**src/rtl/i_type_pkg.sv**
```systemverilog
// Shared constants for the LEGv8 I-format encode/decode paths: op codes,
// opcode tails, loader FSM states and the immediate range limit.
package i_type_pkg;

    localparam logic [2:0] OP_ADDI  = 3'b000;
    localparam logic [2:0] OP_ADDIS = 3'b001;
    localparam logic [2:0] OP_SUBI  = 3'b010;
    localparam logic [2:0] OP_SUBIS = 3'b011;
    localparam logic [2:0] OP_ANDI  = 3'b100;
    localparam logic [2:0] OP_ORRI  = 3'b101;
    localparam logic [2:0] OP_EORI  = 3'b110;
    localparam logic [2:0] OP_ANDIS = 3'b111;

    // Low seven opcode bits that follow op[1:0] in instr[28:22].
    localparam logic [6:0] TAIL_ARITH = 7'b1000100;
    localparam logic [6:0] TAIL_LOGIC = 7'b1001000;

    localparam int unsigned IMM_W   = 12;
    localparam int unsigned IMM_MAX = 4095;

    typedef enum logic [1:0] {
        ST_IDLE  = 2'd0,
        ST_RUN   = 2'd1,
        ST_WRITE = 2'd2,
        ST_FULL  = 2'd3
    } state_e;

    function automatic logic imm_in_range(input logic [63:0] imm);
        return imm <= 64'(IMM_MAX);
    endfunction

endpackage

```
**src/rtl/i_type_encoder_if.sv**
```systemverilog
// Request handshake and instruction-RAM write port between the loader,
// the encoder and the instruction memory.
interface i_type_encoder_if #(
    parameter int ADDR_W = 8
);
    logic              req_valid;
    logic              req_ready;
    logic [2:0]        req_op;
    logic [4:0]        req_rd;
    logic [4:0]        req_rn;
    logic [63:0]       req_imm;
    logic              mem_we;
    logic [ADDR_W-1:0] mem_addr;
    logic [31:0]       mem_data;

    modport master (
        output req_valid, req_op, req_rd, req_rn, req_imm,
        input  req_ready, mem_we, mem_addr, mem_data
    );

    modport slave (
        input  req_valid, req_op, req_rd, req_rn, req_imm,
        output req_ready, mem_we, mem_addr, mem_data
    );
endinterface

```
**src/rtl/i_word_pack.sv**
```systemverilog
// Packs one I-type ALU request into its 32-bit LEGv8 instruction word.
module i_word_pack
    import i_type_pkg::*;
(
    input  logic [2:0]       op_i,
    input  logic [4:0]       rd_i,
    input  logic [4:0]       rn_i,
    input  logic [IMM_W-1:0] imm12_i,
    output logic [31:0]      word_o
);
    always_comb begin
        word_o = {1'b1, op_i[1:0], (op_i[2] ? TAIL_LOGIC : TAIL_ARITH),
                  imm12_i, rn_i, rd_i};
    end
endmodule

```
**src/rtl/i_type_encoder.sv**
```systemverilog
// Program-load encoder: accepts I-type requests, packs them and writes them
// to consecutive instruction-memory words, one write per two cycles at most.
module i_type_encoder
    import i_type_pkg::*;
#(
    parameter int ADDR_W = 8,
    parameter int DEPTH  = 64,
    localparam int CNT_W = $clog2(DEPTH + 1)
) (
    input  logic              clock,
    input  logic              reset,
    input  logic              start,
    input  logic              stop,
    input  logic [ADDR_W-1:0] base_addr,
    i_type_encoder_if.slave   bus,
    output logic [CNT_W-1:0]  count,
    output logic              full,
    output logic              done,
    output logic              imm_err
);
    state_e            state_q;
    logic [ADDR_W-1:0] addr_q;
    logic [ADDR_W-1:0] addr_d;
    logic [CNT_W-1:0]  count_q;
    logic [CNT_W-1:0]  count_d;
    logic [31:0]       data_q;
    logic [31:0]       word;
    logic              we_q;
    logic              full_q;
    logic              done_q;
    logic              err_q;

    i_word_pack u_pack (
        .op_i    (bus.req_op),
        .rd_i    (bus.req_rd),
        .rn_i    (bus.req_rn),
        .imm12_i (bus.req_imm[IMM_W-1:0]),
        .word_o  (word)
    );

    always_comb begin
        addr_d  = addr_q + ADDR_W'(4);
        count_d = count_q + CNT_W'(1);
    end

    // NOTE: all state below uses non-blocking assignments so every register
    // samples the pre-edge values regardless of statement order.
    always_ff @(posedge clock) begin
        if (reset) begin
            state_q <= ST_IDLE;
            addr_q  <= '0;
            count_q <= '0;
            data_q  <= '0;
            we_q    <= 1'b0;
            full_q  <= 1'b0;
            done_q  <= 1'b0;
            err_q   <= 1'b0;
        end else begin
            we_q   <= 1'b0;
            done_q <= 1'b0;
            // Start re-arms from any state; in WRITE the strobe has already
            // been presented this cycle, so the restart lands on its closing edge.
            if (start) begin
                state_q <= ST_RUN;
                addr_q  <= {base_addr[ADDR_W-1:2], 2'b00};
                count_q <= '0;
                full_q  <= 1'b0;
                err_q   <= 1'b0;
            end else begin
                unique case (state_q)
                    ST_IDLE: ;
                    ST_RUN: begin
                        if (stop) begin
                            state_q <= ST_IDLE;
                            done_q  <= 1'b1;
                        end else if (bus.req_valid) begin
                            if (imm_in_range(bus.req_imm)) begin
                                data_q  <= word;
                                we_q    <= 1'b1;
                                state_q <= ST_WRITE;
                            end else begin
                                err_q <= 1'b1;
                            end
                        end
                    end
                    ST_WRITE: begin
                        addr_q  <= addr_d;
                        count_q <= count_d;
                        if (count_d == CNT_W'(DEPTH)) begin
                            state_q <= ST_FULL;
                            full_q  <= 1'b1;
                        end else begin
                            state_q <= ST_RUN;
                        end
                    end
                    ST_FULL: begin
                        if (stop) begin
                            state_q <= ST_IDLE;
                            done_q  <= 1'b1;
                        end
                    end
                    default: state_q <= ST_IDLE;
                endcase
            end
        end
    end

    assign bus.req_ready = (state_q == ST_RUN);
    assign bus.mem_we    = we_q;
    assign bus.mem_addr  = addr_q;
    assign bus.mem_data  = data_q;
    assign count         = count_q;
    assign full          = full_q;
    assign done          = done_q;
    assign imm_err       = err_q;

endmodule

```
**src/flat_wrapper.sv**
```systemverilog
// flat-port wrapper written by rule: the top's interface ports become plain ports
module i_type_encoder_flat import i_type_pkg::*;
#(
    parameter int ADDR_W = 8,
    parameter int DEPTH  = 64,
    localparam int CNT_W = $clog2(DEPTH + 1)
)
  (clock, reset, start, stop, base_addr, count, full, done, imm_err, bus_req_valid, bus_req_op, bus_req_rd, bus_req_rn, bus_req_imm, bus_req_ready, bus_mem_we, bus_mem_addr, bus_mem_data);
  i_type_encoder_if #(.ADDR_W(ADDR_W)) bus_i ();
  input  logic clock;
  input  logic reset;
  input  logic start;
  input  logic stop;
  input  logic [ADDR_W-1:0] base_addr;
  output logic [CNT_W-1:0] count;
  output logic full;
  output logic done;
  output logic imm_err;
  input wire logic [$bits(bus_i.req_valid)-1:0] bus_req_valid;
  input wire logic [$bits(bus_i.req_op)-1:0] bus_req_op;
  input wire logic [$bits(bus_i.req_rd)-1:0] bus_req_rd;
  input wire logic [$bits(bus_i.req_rn)-1:0] bus_req_rn;
  input wire logic [$bits(bus_i.req_imm)-1:0] bus_req_imm;
  output wire logic [$bits(bus_i.req_ready)-1:0] bus_req_ready;
  output wire logic [$bits(bus_i.mem_we)-1:0] bus_mem_we;
  output wire logic [$bits(bus_i.mem_addr)-1:0] bus_mem_addr;
  output wire logic [$bits(bus_i.mem_data)-1:0] bus_mem_data;
  assign bus_i.req_valid = bus_req_valid;
  assign bus_i.req_op = bus_req_op;
  assign bus_i.req_rd = bus_req_rd;
  assign bus_i.req_rn = bus_req_rn;
  assign bus_i.req_imm = bus_req_imm;
  assign bus_req_ready = bus_i.req_ready;
  assign bus_mem_we = bus_i.mem_we;
  assign bus_mem_addr = bus_i.mem_addr;
  assign bus_mem_data = bus_i.mem_data;
  i_type_encoder #(.ADDR_W(ADDR_W), .DEPTH(DEPTH)) u_core (.clock(clock), .reset(reset), .start(start), .stop(stop), .base_addr(base_addr), .bus(bus_i), .count(count), .full(full), .done(done), .imm_err(imm_err));
endmodule
```
**config.mk**
```make
export PLATFORM = sky130hd
export DESIGN_NAME = i_type_encoder_flat
export DESIGN_NICKNAME = d
export VERILOG_FILES = /design/src/rtl/i_type_pkg.sv /design/src/rtl/i_type_encoder_if.sv /design/src/rtl/i_word_pack.sv /design/src/rtl/i_type_encoder.sv /design/src/flat_wrapper.sv
export SDC_FILE = /design/constraint.sdc
export NUM_CORES = 1
export LEC_CHECK = 0
export CAP_MARGIN = 20
export CORE_MARGIN = 8
export CORE_UTILIZATION = 36
export CTS_CLUSTER_DIAMETER = 30
export DETAILED_ROUTE_END_ITERATION = 10
export HOLD_SLACK_MARGIN = 0.05
export PLACE_DENSITY = 0.83
export SYNTH_ARGS = -nofsm -noshare
export SYNTH_HDL_FRONTEND = slang
export SYNTH_SLANG_ARGS = --single-unit
```
**constraint.sdc**
```tcl
create_clock -name clock -period 2.45 [get_ports clock]
set_clock_uncertainty 0.15 [all_clocks]
set_input_delay 0.245 -clock clock [delete_from_list [all_inputs] [get_ports clock]]
set_output_delay 0.245 -clock clock [all_outputs]
set_load 0.02 [all_outputs]
```
==> results of run 1 <==
-- per-layer routing --
| layer | GRT usage, % | vias up |
|---|---|---|
| met5 | 0 | - |
| met4 | 3.490 | 0 |
| met3 | 9.304 | 7 |
| met2 | 26.52 | 72 |
| met1 | 14.67 | 938 |
| li1 | - | 1033 |
-- per-stage QoR --
| step | instances | worst slack [ns] |
|---|---|---|
| 6_report | 433 | 0.4132 |
| 5_1_grt | 433 | 0.2542 |
| 4_1_cts | 433 | 0.3932 |
| 3_5_place_dp | 425 | 0.07138 |
| 3_3_place_gp | 425 | 0.1206 |
| 2_1_floorplan | 229 | 0.5407 |
-- synthesized netlist by cell type --
| library cell | number |
|---|---|
| a211oi_1 | 2 |
| and4_1 | 1 |
| xor2_1 | 9 |
| and3_1 | 1 |
| nor2_1 | 45 |
| a21o_1 | 1 |
| nor2b_1 | 3 |
| inv_1 | 4 |
| ha_1 | 3 |
| a31o_2 | 1 |
| nor4_1 | 11 |
| a221oi_1 | 1 |
| nand2_1 | 12 |
| o22ai_1 | 1 |
| or2_2 | 2 |
| buf_6 | 1 |
| conb_1 | 1 |
| buf_2 | 1 |
| nand3_1 | 4 |
| o21ai_0 | 3 |
| a211o_1 | 1 |
| clkbuf_1 | 7 |
| mux2i_1 | 29 |
| buf_4 | 7 |
| dfxtp_1 | 46 |
| o32ai_1 | 1 |
| nand4_1 | 9 |
| and4bb_2 | 1 |
| buf_12 | 2 |
| xnor2_1 | 3 |
| a21oi_1 | 6 |
| nor4_2 | 5 |
-- critical path, stage by stage --
cell	delay (ns)
clkdlybuf4s50_1	0.41
nor4_2	0.28
nand4_1	0.22
nor4_4	0.37
buf_12	0.25
mux2i_1	0.22
nor2_1	0.06
-- cells by family (layout without fill, tap and decap cells) --
kind of cell,after synthesis,after routing,share of synthesized area (%)
other,1,6,0.1788
and+or+nand+nor,94,94,22.91
buffers and inverters,22,151,7.160
adders and majority gates,3,3,1.790
xor gates and xnor gates,12,12,5.012
DFF,46,46,43.91
muxes,29,29,13.84
AOI/OAI and AO/OA,17,17,5.191
-- worst max-delay path by stage --
stage,startpoint,to,slack [ns],depth (start not counted)
after CTS,bus_req_imm[26],u_core.bus.mem_data[13],0.39,7
after global routing,bus_req_imm[15],u_core.bus.mem_data[15],0.25,7
final,bus_req_imm[26],u_core.bus.mem_data[14],0.41,7
after floorplan,u_core.count[0],u_core.state_q[1],0.54,6
after global placement,bus_req_imm[26],u_core.bus.mem_data[11],0.12,7
after detailed placement,bus_req_imm[26],u_core.bus.mem_data[14],0.07,7
-- state kept, by name, indices dropped and copies added, names as in the netlist --
signal	count
u_core.bus.mem_addr	6
u_core.bus.mem_we	1
u_core.imm_err	1
u_core.bus.mem_data	27
u_core.done	1
u_core.full	1
u_core.state_q	2
u_core.count	7
-- layout make-up --
class / instances / share of cell area, %
repair buffers: 139 / 38.97
multi-input cells: 161 / 29.56
flip-flops and latches: 46 / 25.84
well taps: 75 / 2.633
clock buffers: 7 / 2.423
inverters: 4 / 0.4213
clock inverters: 1 / 0.1404
-- report_power, final --
part	leakage, nW	switching (mW)	internal (mW)
clock	0.0482	0.245	0.228
combinational	0.860	0.0782	0.156
sequential	0.372	0.00963	0.756
==> run metrics, run 1 <==
status=finished, final reports clean; RSZ-0062 raised after global routing=false; most common cell after layout, fill and taps aside=clkdlybuf4s50_1; Worst Reg2Reg Path Length in Cells=6; Distinct cells, synth=32; highest metal used=met4; Final Critical Period=2.037 ns; vias in the first global route=2161; commonest cells after routing, fill and taps aside=clkdlybuf4s50_1, dfxtp_1, nor2_1; post-DR vias/cell=between 4 and 5; clock buffers created by TritonCTS=5; Max Cap Viol=0; FP Rows=28; Leakage=1.280 nW; sequential area share after synthesis=between 40% and 50%; P&R area growth vs syn=69.93%; Hold Path End=u_core.full; Synth Warn #=0; DRC=0; Die Ht=92.32 um; DP HPWL=5.383 mm; area leader, netlist=dfxtp_1; Total Wirelength=roughly 6.5 mm; r2r setup slk=0.45 ns; fin util=61.65%; Fmax=491.0 MHz; r2r endpoint=u_core.state_q[1]; drt first pass iters=4; Resized cells post-CTS=0; multi-input logic area=~1100 um^2; clk buf depth=2; Setup crit start kind=input port; clk_lat worst skew=0.29 ns; final global-route overflow total=0; DIE AREA=8523 um^2; Synth top area share=a little over two fifths; placed inst area=3472 um^2; Max Slew Vio Count=0; worst hold start=u_core.full; io pins=142; Worst R2R Start=u_core.count[0]; synthesized flop and latch total=46; crit share post-route=83.13%; Tot GR Track Use=15.09%; final net count=450; met2 wire length=3.308 mm; fraction of layout cells with a size suffix above 1=6.145%; die width=92.32 um; total number of vias=2050; Cells after Synth=224; TritonCTS clock tree=done; initial antenna violation count=0; Core ar.=a little under 6000 um^2; syn_area_per_cell=9.362 um^2; minimum hold slack=0.3132 ns; Metal-1 WL=2.368 mm; H-tree levels=2; PD cells=a little over 400 nW/um^2; clk sinks=46; sequential cell area=920.9 um^2; Initial Util=36.28%; pin count of the biggest net entering global routing=29; overall power=between 1 and 1.5 mW; Setup violations, final=0; Setup CP Type=in2reg; Setup TNS=0 ns; Reg clk slew, reported paths=0.09 ns; Post-CTS Hold Buffers=0; Buffers on Ports=133; Netlist Area Pre-Place=2097 um^2; crit-path max FO=28; first-pass GRT wire length=10.46 mm; largest cells by area after synthesis=dfxtp_1, mux2i_1, nor2_1, xor2_1, nor4_1; VDD IR max=293.3 uV; Worst Setup End Kind=flip-flop; DRT iter0 DRCs=54; RD Place Congestion=0.8228; ant diodes=0; worst hold-check path type=reg2reg; postcts setup bufs=0; arrival time at the worst endpoint=between 2 and 2.5 ns; hold path depth=2; WL met3=775 um; CTS root buf=clkbuf_8; CP required=2.48 ns; Fill cells=488; final hold vios=0; post-DR wirelength/cell=15.03 um; Final Instance Area=3563 um^2; final antenna-violating net count=0
(Power assumes the default switching activity.)
==> inputs of run 2 (changes only) <==
clock period = 1.93 ns   (was 2.45 ns; I/O delays follow)
==> run 2 against run 1 <==
Final area increased by 9.6%; global-route usage increased by 0.95 points; worst hold slack got worse by 0.014 ns; core utilization increased by 5.9 points; register-to-register slack got worse by 0.39 ns; die area unchanged; flip-flop and latch count unchanged; cell count increased by 3.7%; sequential share of layout area decreased by 2.2 points; first-iteration DRC count increased by 13%; via count increased by 5.3%.
==> run metrics, run 2 (same netlist as run 1, synthesis figures left out) <==
io pins=142; final antenna-violating net count=0; PD cells=471.0 nW/um^2; total number of vias=2159; arrival time at the worst endpoint=1.92 ns; pin count of the biggest net entering global routing=38; clock buffers created by TritonCTS=5; Total Wirelength=between 7 and 8 mm; final hold vios=0; Initial Util=36.28%; Worst path slowest cell=clkdlybuf4s50_1; status=finished, final reports clean; clk sinks=46; most common cell after layout, fill and taps aside=clkdlybuf4s50_1; Worst Setup End Kind=flip-flop; ant diodes=0; Tot GR Track Use=16.03%; clk_lat worst skew=roughly 0.30 ns; worst hold-check path type=reg2reg; Die Ht=92.32 um; worst setup slack after layout=0.03855 ns; vias in the first global route=around 2300; CP required=between 1.5 and 2 ns; Reg clk slew, reported paths=0.08 ns; commonest cells after routing, fill and taps aside=clkdlybuf4s50_1, nor2_1, dfxtp_1; placed inst area=3525 um^2; initial antenna violation count=0; fraction of layout cells with a size suffix above 1=between 10% and 20%; post-DR vias/cell=roughly 4.8; post-DR wirelength/cell=about 17 um; max reg flops=27; Setup crit start kind=input port; P_int=1.398 mW; final global-route overflow total=0; Worst Path Buf+Inv=3; Core ar.=5781 um^2; critical path's top delay family=buffers and inverters; TritonCTS clock tree=done; Clk pwr share=30.2%; crit share post-route=between 90% and 100%; Final Critical Period=1.891 ns; P&R area growth vs syn=86.28%; Final Instance Area=3906 um^2; crit-path max FO=7; overall power=1.840 mW; Setup TNS=0 ns; slowest cell delay on critical path=0.42 ns; Combinational Power Share=17.1%; FP Rows=28; DIE AREA=8523 um^2; Setup violations, final=0; Max Slew Vio Count=0; CTS root buf=clkbuf_8; RSZ-0062 raised after global routing=true; die width=92.32 um; first-pass GRT wire length=11.01 mm; H-tree levels=2; sequential share of power=around 53%; Buffers on Ports=roughly 130; Post-CTS Hold Buffers=0; Sw Pwr=0.4421 mW; Leakage=1.743 nW; DRC=0; Fmax=528.7 MHz; final net count=467; Max Cap Viol=0; Fill cells=465; VDD IR max=around 400 uV; clk buf depth=2; Switching Share=24.03%; Setup CP Type=in2reg; DP HPWL=5.269 mm; drt first pass iters=4; pre-CTS setup slack=-0.4277 ns; DRT iter0 DRCs=61; crit-path cells=clkdlybuf4s50_1 -> nor4_2 -> nand3_2 -> nor4_4 -> buf_4 -> buf_12 -> mux2i_2 -> nor2_1; RD Place Congestion=between 0.8 and 0.9
==> run 2: changes by cell type in the layout (fill, tap and decap cells not counted), sizes merged <==
cell / change
buf: +16
clkdlybuf4s50: -41
dlygate4sd2: +3
dlymetal6s2s: +38
clkinv: +1
clkbuf: -1
==> run 2: worst paths after layout <==
path                     start                      end  slack [ns]  cells past startpoint
min                u_core.full              u_core.full        0.30                      2
max            bus_req_imm[34]  u_core.bus.mem_data[13]        0.04                      8
min reg2reg        u_core.full              u_core.full        0.30                      2
max reg2reg  u_core.state_q[1]  u_core.bus.mem_data[13]        0.06                      7
==> run 2: cell type report <==
type / instances / area [um^2] / share of cell area (%)
clock buffers: 5 / 68.82 / 1.762
multi-input cells: 161 / 1131 / 28.96
repair buffers: 156 / 1665 / 42.63
well taps: 75 / 93.84 / 2.402
flip-flops and latches: 46 / 922.1 / 23.61
inverters: 4 / 15.01 / 0.3844
clock inverters: 2 / 10.01 / 0.2562
==> run 2: worst reg2reg max path, stage by stage (launching register included) <==
cell,delay (ns)
dfxtp_2,0.33
and4bb_2,0.31
nand4_1,0.15
nor4_4,0.19
buf_4,0.20
buf_12,0.14
mux2i_2,0.21
nor2_1,0.07
==> run 2: power by group through the flow <==
stage	Sequential (mW)	Clock (mW)	Combinational (mW)
after floorplan	1.00	0	0.0759
after global placement	0.991	0	0.303
after detailed placement	0.991	0	0.306
after CTS	0.969	0.584	0.310
after global routing	0.971	0.619	0.333
final	0.969	0.556	0.314
==> run 2: per-stage QoR <==
stage          cells  hold slack [ns]  utilization (%)
2_1_floorplan    229           0.1857                -
3_3_place_gp     432           0.2830            60.97
3_5_place_dp     432           0.2949            60.97
4_1_cts          446           0.2943            64.26
5_1_grt          449           0.3359            67.58
6_report         449           0.2997            67.58
==> run 2: repair_timing <==
item	4_1_cts	5_1_grt
pin swaps	4	20
cloned	2	1
setup buffers	5	2
resized for setup	9	48
endpoints found under the hold margin	0	0
endpoints found under the setup margin	27	29
==> run 2: layer usage <==
metal | GRT usage [%] | part of all wire, % | vias to the layer above
met4 | 5.235 | 1.1 | 0
met2 | 28.49 | 53 | 72
met5 | 0 | 0 | -
met3 | 6.553 | 8.2 | 12
li1 | - | - | 1068
met1 | 16.78 | 38 | 1007
==> inputs of run 3 (changes only) <==
CAP_MARGIN = 10   (was 20)
CELL_PAD_IN_SITES_DETAIL_PLACEMENT = 1   (was default)
CELL_PAD_IN_SITES_GLOBAL_PLACEMENT = 1   (was default)
CORE_UTILIZATION = 25   (was 36)
==> run 3 against run 2 <==
The flow now finishes with violations (setup timing); via count up 3.0%; clock power rose by 9.9%; wire length increased by 13%; flip-flop and latch count did not move; core utilization down 19 points; setup slack got worse by 0.072 ns; worst hold slack worse by 0.026 ns; largest power group unchanged; critical path depth unchanged; total power is 3.3% higher.
==> run metrics, run 3 (same netlist as run 1, synthesis figures left out) <==
Clk pwr share=32.2%; Core ar.=8175 um^2; Total Wirelength=8.571 mm; arrival time at the worst endpoint=2.00 ns; H-tree levels=2; Fill cells=roughly 940; DRT iter0 DRCs=30; pin count of the biggest net entering global routing=38; r2r setup slk=approximately 0.050 ns; Leakage=1.667 nW; worst setup slack after layout=-0.03311 ns; VDD IR max=399.2 uV; Tot GR Track Use=14.00%; commonest cells after routing, fill and taps aside=clkdlybuf4s50_1, nor2_1, dfxtp_1; PD cells=474.7 nW/um^2; clk buf depth=2; Setup CP Type=in2reg; total number of vias=2224; Worst Setup End Kind=flip-flop; first-pass GRT wire length=around 13 mm; post-route insts no fill=486; pre-CTS setup slack=-0.4710 ns; status=finished with violations; worst hold-check path type=in2reg; P&R area growth vs syn=90.81%; final antenna-violating net count=0; initial antenna violation count=0; placed cells=464; Switching Share=24.07%; Reg clk slew, reported paths=0.09 ns; post-DR wirelength/cell=around 18 um; r2r endpoint=u_core.bus.mem_data[14]; TritonCTS clock tree=done; final net count=approximately 470; Worst path slowest cell=clkdlybuf4s50_1; hold path depth=4; Final Critical Period=a little under 2 ns; Sw Pwr=0.4572 mW; final hold vios=0; max reg flops=27; minimum hold slack=approximately 0.27 ns; critical path's top delay family=simple AND/OR/NAND/NOR gates; Fmax=509.4 MHz; most common cell after layout, fill and taps aside=clkdlybuf4s50_1; clk_lat worst skew=0.30 ns; crit-path max FO=7; failing checks=setup timing; Worst Reg2Reg Path Length in Cells=7; FP Rows=33; drt first pass iters=4; worst hold start=stop; crit-path cells=clkdlybuf4s50_1 -> nor4_2 -> nand3_2 -> nor4_4 -> buf_4 -> buf_16 -> mux2i_2 -> nor2_1; DRC=0; Post-CTS Hold Buffers=0; Buffers on Ports=around 130; P_int=roughly 1.4 mW; Max Slew Vio Count=0; die width=107.6 um; final global-route overflow total=0; DP HPWL=approximately 6.3 mm; Die Ht=between 100 and 150 um; post-DR vias/cell=4.576; Combinational Power Share=around 17%; Initial Util=between 20% and 30%; Setup crit start kind=input port; crit share post-route=101.7%; RD Place Congestion=0.7547; clk sinks=46; RSZ-0062 raised after global routing=true; Max Cap Viol=0; CTS root buf=clkbuf_8; Hold Path End=u_core.done; ant diodes=0; Worst Path Buf+Inv=3; Worst R2R Start=u_core.state_q[1]; fraction of layout cells with a size suffix above 1=about 17%; overall power=approximately 1.9 mW; sequential share of power=around 51%; slowest cell delay on critical path=0.42 ns; CP required=1.97 ns; DIE AREA=11570 um^2; clock buffers created by TritonCTS=5; io pins=142; vias in the first global route=2446; Setup violations, final=16
## run 3: cell count changes in the layout (fill, tap and decap cells not counted), sizes merged
cell / change
dlymetal6s2s: -16
clkbuf: +2
clkinv: -1
dlygate4sd2: +15
clkdlybuf4s15: +1
buf: +6
## run 3: worst reg2reg max path, stage by stage, from the launching register on
cell and delay, ns:
dfxtp_2 0.33, and4bb_2 0.32, nand4_1 0.17, nor4_4 0.19, buf_4 0.20, buf_16 0.14, mux2i_2 0.20, nor2_1 0.07
## run 3: layout make-up
class,count,area [um^2],share of cell area [%]
clock buffers,7,86.33,2.158
clock inverters,1,5.005,0.1251
inverters,4,15.01,0.3752
multi-input cells,161,1176,29.39
flip-flops and latches,46,923.4,23.08
well taps,105,131.4,3.283
repair buffers,162,1664,41.59
## run 3: what timing repair did
item,in CTS,in global routing
resized for setup,26,40
endpoints found under the setup margin,28,29
buffers inserted,6,5
pin swaps,18,27
cloned,2,1
## run 3: power groups by stage
stage          combinational (mW)  sequential, mW  clock, mW
2_1_floorplan              0.0759            1.00          0
3_3_place_gp                0.309           0.991          0
3_5_place_dp                0.316           0.992          0
4_1_cts                     0.312           0.970      0.631
5_1_grt                     0.339           0.972      0.680
6_report                    0.319           0.970      0.611
## run 3: stage by stage
stage	cell area (um^2)	utilization (%)	TNS (ns)
5_1_grt	4001	48.94	-2.265
2_1_floorplan	2116	-	0
4_1_cts	3789	46.34	-0.09240
6_report	4001	48.94	-0.2060
3_3_place_gp	3590	43.91	-11.07
3_5_place_dp	3590	43.91	-13.09
## run 3: worst max-delay path by stage
| stage | start | endpoint | cells after the start |
|---|---|---|---|
| after floorplan | u_core.count[0] | u_core.state_q[1] | 6 |
| after global routing | bus_req_imm[34] | u_core.bus.mem_data[14] | 8 |
| after global placement | bus_req_imm[48] | u_core.bus.mem_data[17] | 7 |
| final | bus_req_imm[34] | u_core.bus.mem_data[14] | 8 |
| after detailed placement | bus_req_imm[15] | u_core.bus.mem_data[0] | 7 |
| after CTS | u_core.state_q[1] | u_core.bus.mem_data[0] | 7 |
## run 3: per-layer routing
layer,global-route usage [%],wire length (um)
met4,4.361,155
met5,0,0
met3,5.269,674
met1,15.19,3210
met2,24.56,4531
